## src/rtl/frame_buffer_writer_pkg.sv

```systemverilog
// Shared constants and encodings for the frame buffer write engine.
// Register offsets, command ops and FSM states used by the top and the bench.
package frame_buffer_writer_pkg;

  localparam int FB_WIDTH  = 160;
  localparam int FB_HEIGHT = 120;
  localparam logic [7:0] BASE_ADDR_DEF = 8'hB0;

  localparam logic [2:0] OFF_X0     = 3'd0;
  localparam logic [2:0] OFF_Y0     = 3'd1;
  localparam logic [2:0] OFF_W      = 3'd2;
  localparam logic [2:0] OFF_H      = 3'd3;
  localparam logic [2:0] OFF_CMD    = 3'd4;
  localparam logic [2:0] OFF_COL_LO = 3'd5;
  localparam logic [2:0] OFF_COL_HI = 3'd6;

  typedef enum logic [1:0] {
    OP_PLOT  = 2'b00,
    OP_CLEAR = 2'b01,
    OP_RECT  = 2'b10,
    OP_NOP   = 2'b11
  } op_e;

  typedef enum logic [1:0] {
    ST_IDLE = 2'd0,
    ST_PLOT = 2'd1,
    ST_FILL = 2'd2
  } state_e;

endpackage

```

## src/rtl/fb_scan_counter.sv

```systemverilog
// Loadable 2-D pixel scanner: walks X fastest across an extent, then steps Y.
// Coordinates are kept 9 bits wide so rectangles never wrap past 255.
module fb_scan_counter
  import frame_buffer_writer_pkg::*;
#(
  parameter int FB_W = FB_WIDTH,
  parameter int FB_H = FB_HEIGHT
) (
  input  logic       clk,
  input  logic       rst,
  input  logic       load,
  input  logic       step,
  input  logic [8:0] x_start,
  input  logic [8:0] y_start,
  input  logic [7:0] width,
  input  logic [7:0] height,
  output logic [7:0] cur_x,
  output logic [6:0] cur_y,
  output logic       last,
  output logic       in_bounds
);

  logic [8:0] x_q, x_d, y_q, y_d, x0_q, x0_d;
  logic [7:0] col_q, col_d, row_q, row_d, w_q, w_d, h_q, h_d;

  always_comb begin
    x_d   = x_q;
    y_d   = y_q;
    x0_d  = x0_q;
    col_d = col_q;
    row_d = row_q;
    w_d   = w_q;
    h_d   = h_q;
    if (load) begin
      x_d   = x_start;
      y_d   = y_start;
      x0_d  = x_start;
      col_d = 8'd0;
      row_d = 8'd0;
      w_d   = width;
      h_d   = height;
    end else if (step) begin
      if (col_q == w_q - 8'd1) begin
        col_d = 8'd0;
        x_d   = x0_q;
        row_d = row_q + 8'd1;
        y_d   = y_q + 9'd1;
      end else begin
        col_d = col_q + 8'd1;
        x_d   = x_q + 9'd1;
      end
    end
  end

  always_ff @(posedge clk) begin
    if (rst) begin
      x_q   <= '0;
      y_q   <= '0;
      x0_q  <= '0;
      col_q <= '0;
      row_q <= '0;
      w_q   <= '0;
      h_q   <= '0;
    end else begin
      x_q   <= x_d;
      y_q   <= y_d;
      x0_q  <= x0_d;
      col_q <= col_d;
      row_q <= row_d;
      w_q   <= w_d;
      h_q   <= h_d;
    end
  end

  assign cur_x     = x_q[7:0];
  assign cur_y     = y_q[6:0];
  assign last      = (col_q == w_q - 8'd1) && (row_q == h_q - 8'd1);
  assign in_bounds = (x_q < 9'(FB_W)) && (y_q < 9'(FB_H));

endmodule

```

## src/rtl/frame_buffer_writer.sv

```systemverilog
// Bus-mapped plot/clear/rect engine driving the frame buffer RAM write port,
// plus the colour register for the VGA generator.
module frame_buffer_writer
  import frame_buffer_writer_pkg::*;
#(
  parameter logic [7:0] BASE_ADDR = BASE_ADDR_DEF,
  parameter int         FB_W      = FB_WIDTH,
  parameter int         FB_H      = FB_HEIGHT
) (
  input  logic        CLK,
  input  logic        RESET,
  input  logic [7:0]  BUS_ADDR,
  input  logic [7:0]  BUS_DATA,
  input  logic        BUS_WE,
  output logic        BUSY,
  output logic [14:0] FB_ADDR,
  output logic        FB_DATA,
  output logic        FB_WE,
  output logic [15:0] CONFIG_COLOURS
);

  state_e      state_q, state_d;
  logic [7:0]  x0_q, x0_d, y0_q, y0_d, w_q, w_d, h_q, h_d;
  logic        pix_q, pix_d, zero_q, zero_d;
  logic [15:0] colour_q, colour_d;

  logic [7:0] off_full;
  logic       accept;
  logic       ld, step;
  logic [8:0] ld_x, ld_y;
  logic [7:0] ld_w, ld_h;
  logic [7:0] cur_x;
  logic [6:0] cur_y;
  logic       last, in_bounds;

  // Offset compare via subtraction also rejects addresses below the base.
  assign off_full = BUS_ADDR - BASE_ADDR;
  assign accept   = BUS_WE && (off_full <= 8'd6) && (state_q == ST_IDLE);

  always_comb begin
    x0_d     = x0_q;
    y0_d     = y0_q;
    w_d      = w_q;
    h_d      = h_q;
    pix_d    = pix_q;
    colour_d = colour_q;
    if (accept) begin
      case (off_full[2:0])
        OFF_X0:     x0_d = BUS_DATA;
        OFF_Y0:     y0_d = BUS_DATA;
        OFF_W:      w_d  = BUS_DATA;
        OFF_H:      h_d  = BUS_DATA;
        OFF_CMD:    pix_d = BUS_DATA[0];
        OFF_COL_LO: colour_d[7:0]  = BUS_DATA;
        OFF_COL_HI: colour_d[15:8] = BUS_DATA;
        default:    ;
      endcase
    end
  end

  always_comb begin
    state_d = state_q;
    zero_d  = zero_q;
    ld      = 1'b0;
    step    = 1'b0;
    ld_x    = {1'b0, x0_q};
    ld_y    = {1'b0, y0_q};
    ld_w    = w_q;
    ld_h    = h_q;
    case (state_q)
      ST_IDLE: begin
        if (accept && off_full[2:0] == OFF_CMD) begin
          case (op_e'(BUS_DATA[2:1]))
            OP_PLOT: begin
              ld      = 1'b1;
              ld_w    = 8'd1;
              ld_h    = 8'd1;
              zero_d  = 1'b0;
              state_d = ST_PLOT;
            end
            OP_CLEAR: begin
              ld      = 1'b1;
              ld_x    = 9'd0;
              ld_y    = 9'd0;
              ld_w    = 8'(FB_W);
              ld_h    = 8'(FB_H);
              zero_d  = 1'b0;
              state_d = ST_FILL;
            end
            OP_RECT: begin
              ld      = 1'b1;
              zero_d  = (w_q == 8'd0) || (h_q == 8'd0);
              state_d = ST_FILL;
            end
            default: ;
          endcase
        end
      end
      ST_PLOT: state_d = ST_IDLE;
      ST_FILL: begin
        if (zero_q || last) state_d = ST_IDLE;
        else                step = 1'b1;
      end
      default: state_d = ST_IDLE;
    endcase
  end

  always_ff @(posedge CLK) begin
    if (RESET) begin
      state_q  <= ST_IDLE;
      x0_q     <= '0;
      y0_q     <= '0;
      w_q      <= '0;
      h_q      <= '0;
      pix_q    <= 1'b0;
      zero_q   <= 1'b0;
      colour_q <= '0;
    end else begin
      state_q  <= state_d;
      x0_q     <= x0_d;
      y0_q     <= y0_d;
      w_q      <= w_d;
      h_q      <= h_d;
      pix_q    <= pix_d;
      zero_q   <= zero_d;
      colour_q <= colour_d;
    end
  end

  fb_scan_counter #(.FB_W(FB_W), .FB_H(FB_H)) u_scan (
    .clk       (CLK),
    .rst       (RESET),
    .load      (ld),
    .step      (step),
    .x_start   (ld_x),
    .y_start   (ld_y),
    .width     (ld_w),
    .height    (ld_h),
    .cur_x     (cur_x),
    .cur_y     (cur_y),
    .last      (last),
    .in_bounds (in_bounds)
  );

  // Outputs are straight decodes of flops, so they change only on the clock edge.
  assign BUSY           = (state_q != ST_IDLE);
  assign FB_WE          = BUSY && !zero_q && in_bounds;
  assign FB_ADDR        = {cur_y, cur_x};
  assign FB_DATA        = pix_q;
  assign CONFIG_COLOURS = colour_q;

endmodule

```

## config.mk

```make
export PLATFORM = sky130hd
export DESIGN_NAME = frame_buffer_writer
export DESIGN_NICKNAME = d
export VERILOG_FILES = /design/src/rtl/frame_buffer_writer_pkg.sv /design/src/rtl/fb_scan_counter.sv /design/src/rtl/frame_buffer_writer.sv
export SDC_FILE = /design/constraint.sdc
export NUM_CORES = 1
export LEC_CHECK = 0
export ABC_AREA = 1
export CORE_MARGIN = 2
export CORE_UTILIZATION = 55
export CTS_BUF_LIST = sky130_fd_sc_hd__clkbuf_2
export CTS_CLUSTER_SIZE = 40
export DETAILED_ROUTE_END_ITERATION = 16
export PLACE_DENSITY_LB_ADDON = 0.3
export SLEW_MARGIN = 20
export SYNTH_ARGS = -nofsm -noshare
export SYNTH_HDL_FRONTEND = slang
export SYNTH_SLANG_ARGS = --single-unit
```

## constraint.sdc

```tcl
create_clock -name CLK -period 4.2 [get_ports CLK]
set_clock_uncertainty 0.2 [all_clocks]
set_input_delay 0.84 -clock CLK [delete_from_list [all_inputs] [get_ports CLK]]
set_output_delay 0.84 -clock CLK [all_outputs]
set_load 0.1 [all_outputs]
```

==> out/metrics.csv <==
stage,metric,value,unit
power_and_ir_drop,Static Leak,0.00265,uW
die,# IOs,53,
detailed_routing,# DRC,0,
yosys,synthesized area,5940,um^2
detailed_routing,vias per cell,5.40,
power_and_ir_drop,peak supply drop,200,uV
grt,pin count of the biggest net entering global routing,69,
placement,Area after DPL,6400,um^2
detailed_routing,DR vias,5372,
timing,max_slew headroom,34.6,%
die,Die Height,108,um
status,status,"finished, final reports clean",
cts,htree depth,3,
placement,RD Place Congestion,0.843,
die,Die X,108,um
timing,"Period Utilization, post-route",81.9,%
yosys,Avg Inst Size Synth,7.15,um^2
die,DIE AREA,11700,um^2
placement,IO buf count,52,
grt,vias in the first global route,5119,
cts,clock sink count,110,
cells_and_area,Register Area,2200,um^2
detailed_routing,WL/cell,14.2,um
critical_path,Worst EP required,3160,ps
critical_path,CP Data Arrival Time,2400,ps
timing,slew at the pin closest to its max-slew limit,978,ps
cells_and_area,final instance area,6500,um^2
die,Starting Density,57.1,%
cts,clk buf depth,2,
cts,"CTS clk-pin slew, worst paths",270,ps
hold_path,hold crit path type,flip-flop to flip-flop,
yosys,register bit total from synthesis,110,
cells_and_area,Final #Nets,884,
grt,total track usage,25.2,%
yosys,Synth Instances,831,
cts,post-cts sizing count,0,
timing,final setup fails,0,
grt,first-pass GRT wire length,23600,um
timing,setup tns final,0,ps
cells_and_area,area delta synth->final,9.37,%
cells_and_area,area of the multi-input gates,3020,um^2
die,Rows,37,
yosys,YS warnings,0,
timing,Highest Clock Rate,291,MHz
cells_and_area,Filler Cells Inserted,954,
cells_and_area,"most common cell after layout, fill and taps aside",nand2_1,
critical_path,CP Max Fanout,6,
cts,Post-CTS Hold Buffers,0,
cts,postcts setup bufs,0,
placement,hpwl dp,10400,um
detailed_routing,post-route ant nets,0,
run,Max Cap Viol,0,
yosys,count of cell types in the netlist,38,
grt,initial antenna violation count,0,
detailed_routing,First-pass DRT Iterations,7,
critical_path,kind of critical path,flip-flop to output port,
cts,CTS Root Cell,clkbuf_2,
timing,RSZ-0062 raised after global routing,false,
cts,"Clk Latency, worst-skew pair",600,ps
yosys,sequential share of the synthesized area,37.0,%
timing,Final Max Slew Viols,0,
cells_and_area,most frequent cells in the layout,"nand2_1 (136), inv_1 (112), dfxtp_1 (110), nor2_1 (77), nand3_1 (67)",
detailed_routing,final WL,14100,um
die,core area,10400,um^2
cts,CTS tree,yes,
cells_and_area,ant diodes,0,
power_and_ir_drop,PwrDens,272,nW/um^2
detailed_routing,first-iteration detailed-routing DRC count,446,
critical_path,critical path startpoint category,flip-flop,
grt,GR Overflow Total,0,
yosys,Mapped Nets,860,
cts,CTS buffer count,9,
timing,final hold vios,0,
cells_and_area,layout cells sized above 1,8.50,%
timing,post-route minimum period,3440,ps
critical_path,CP endpoint kind,output port,
-- final cells by class --
class                           count  share of cell area, %
Clock buffer                       11                  0.847
Clock inverter                      4                  0.751
Inverter                          123                   7.12
Multi-Input combinational cell    556                   46.5
Sequential cell                   110                   33.9
Tap cell                          136                   2.62
Timing Repair Buffer               55                   8.31
-- state kept, by name, summed over array words and instances (netlist names) --
name / flops
CONFIG_COLOURS: 16
u_scan.x_q: 9
u_scan.y_q: 9
h_q: 8
u_scan.col_q: 8
u_scan.h_q: 8
u_scan.row_q: 8
u_scan.w_q: 8
u_scan.x0_q: 8
w_q: 8
x0_q: 8
y0_q: 8
state_q: 2
FB_DATA: 1
zero_q: 1
-- worst max-delay path: stages (launching register included) --
cell and delay [ps]:
dfxtp_1 380, nor2_2 340, inv_1 120, clkdlybuf4s50_1 990
-- power by group --
group          total (uW)  internal [uW]  switching, uW
registers            1070           1060           11.4
logic                 226           64.6            161
clock network         472            136            336
-- through the flow --
| step | util, % | setup WS (ps) | total power, uW | hold WS [ps] | std cells |
|---|---|---|---|---|---|
| finish | 62.4 | 761 | 1770 | 267 | 995 |
| global route | 62.4 | 644 | 1830 | 270 | 995 |
| detailed placement | 61.4 | 743 | 1310 | 242 | 980 |
| CTS | 62.4 | 746 | 1770 | 266 | 995 |
| floorplan | - | 924 | 1260 | 225 | 831 |
| global placement | 61.4 | 861 | 1310 | 233 | 980 |
-- worst paths after layout --
| path | from | endpoint | slack [ps] | depth (start not counted) |
|---|---|---|---|---|
| worst max-delay path | state_q[0] | BUSY | 760 | 3 |
| worst min-delay path | CONFIG_COLOURS[14] | CONFIG_COLOURS[14] | 270 | 2 |
| worst max register to register | u_scan.w_q[0] | u_scan.y_q[0] | 1460 | 14 |
| worst min register to register | CONFIG_COLOURS[14] | CONFIG_COLOURS[14] | 270 | 2 |
-- layer usage --
layer	share of wire, %	up-vias	global-route usage, %
met5	0	-	0
met4	1.6	0	8.70
met3	4.4	24	3.32
met2	49	152	43.5
met1	45	2440	32.5
li1	-	2756	-
-- synthesized netlist by cell type --
cell / n / area (um^2)
nand3_4: 2 / 35.0
buf_1: 3 / 11.3
nor2_2: 6 / 37.5
buf_2: 7 / 35.0
nand2_2: 11 / 68.8
buf_8: 1 / 15.0
nor3_1: 8 / 40.0
nand3_2: 3 / 30.0
clkinv_1: 3 / 11.3
nand3_1: 67 / 335
inv_2: 7 / 26.3
clkbuf_1: 10 / 37.5
clkinv_2: 1 / 5.00
buf_4: 19 / 143
nand3b_4: 1 / 20.0
dfxtp_1: 110 / 2200
o21ai_1: 4 / 20.0
nand2_8: 1 / 20.0
nand3b_1: 1 / 7.51
nor3_2: 1 / 10.0
a31oi_4: 1 / 21.3
o21ai_2: 9 / 78.8
nand2_1: 136 / 510
nor4_1: 2 / 12.5
a21oi_1: 66 / 330
buf_6: 2 / 22.5
xnor2_1: 6 / 52.6
nand2_4: 5 / 56.3
a211oi_1: 8 / 60.1
ha_1: 10 / 125
nand4_1: 34 / 213
nor2_4: 4 / 45.0
o22ai_1: 12 / 75.1
xor2_1: 23 / 201
o21ai_0: 56 / 280
nor2_1: 77 / 289
nor2_8: 2 / 40.0
inv_1: 112 / 420
-- logic make-up (layout without fill, tap and decap cells) --
logic type	after synthesis	in the layout	synth area share [%]
XOR/XNOR	29	29	4.27
buffers and inverters	165	193	12.2
AND/OR/NAND/NOR	361	361	29.8
adder cells (fa/ha/maj)	10	10	2.10
AO/OA/AOI/OAI	156	156	14.6
flip-flops	110	110	37.0
No activity file was read; power rests on OpenSTA's default activity.
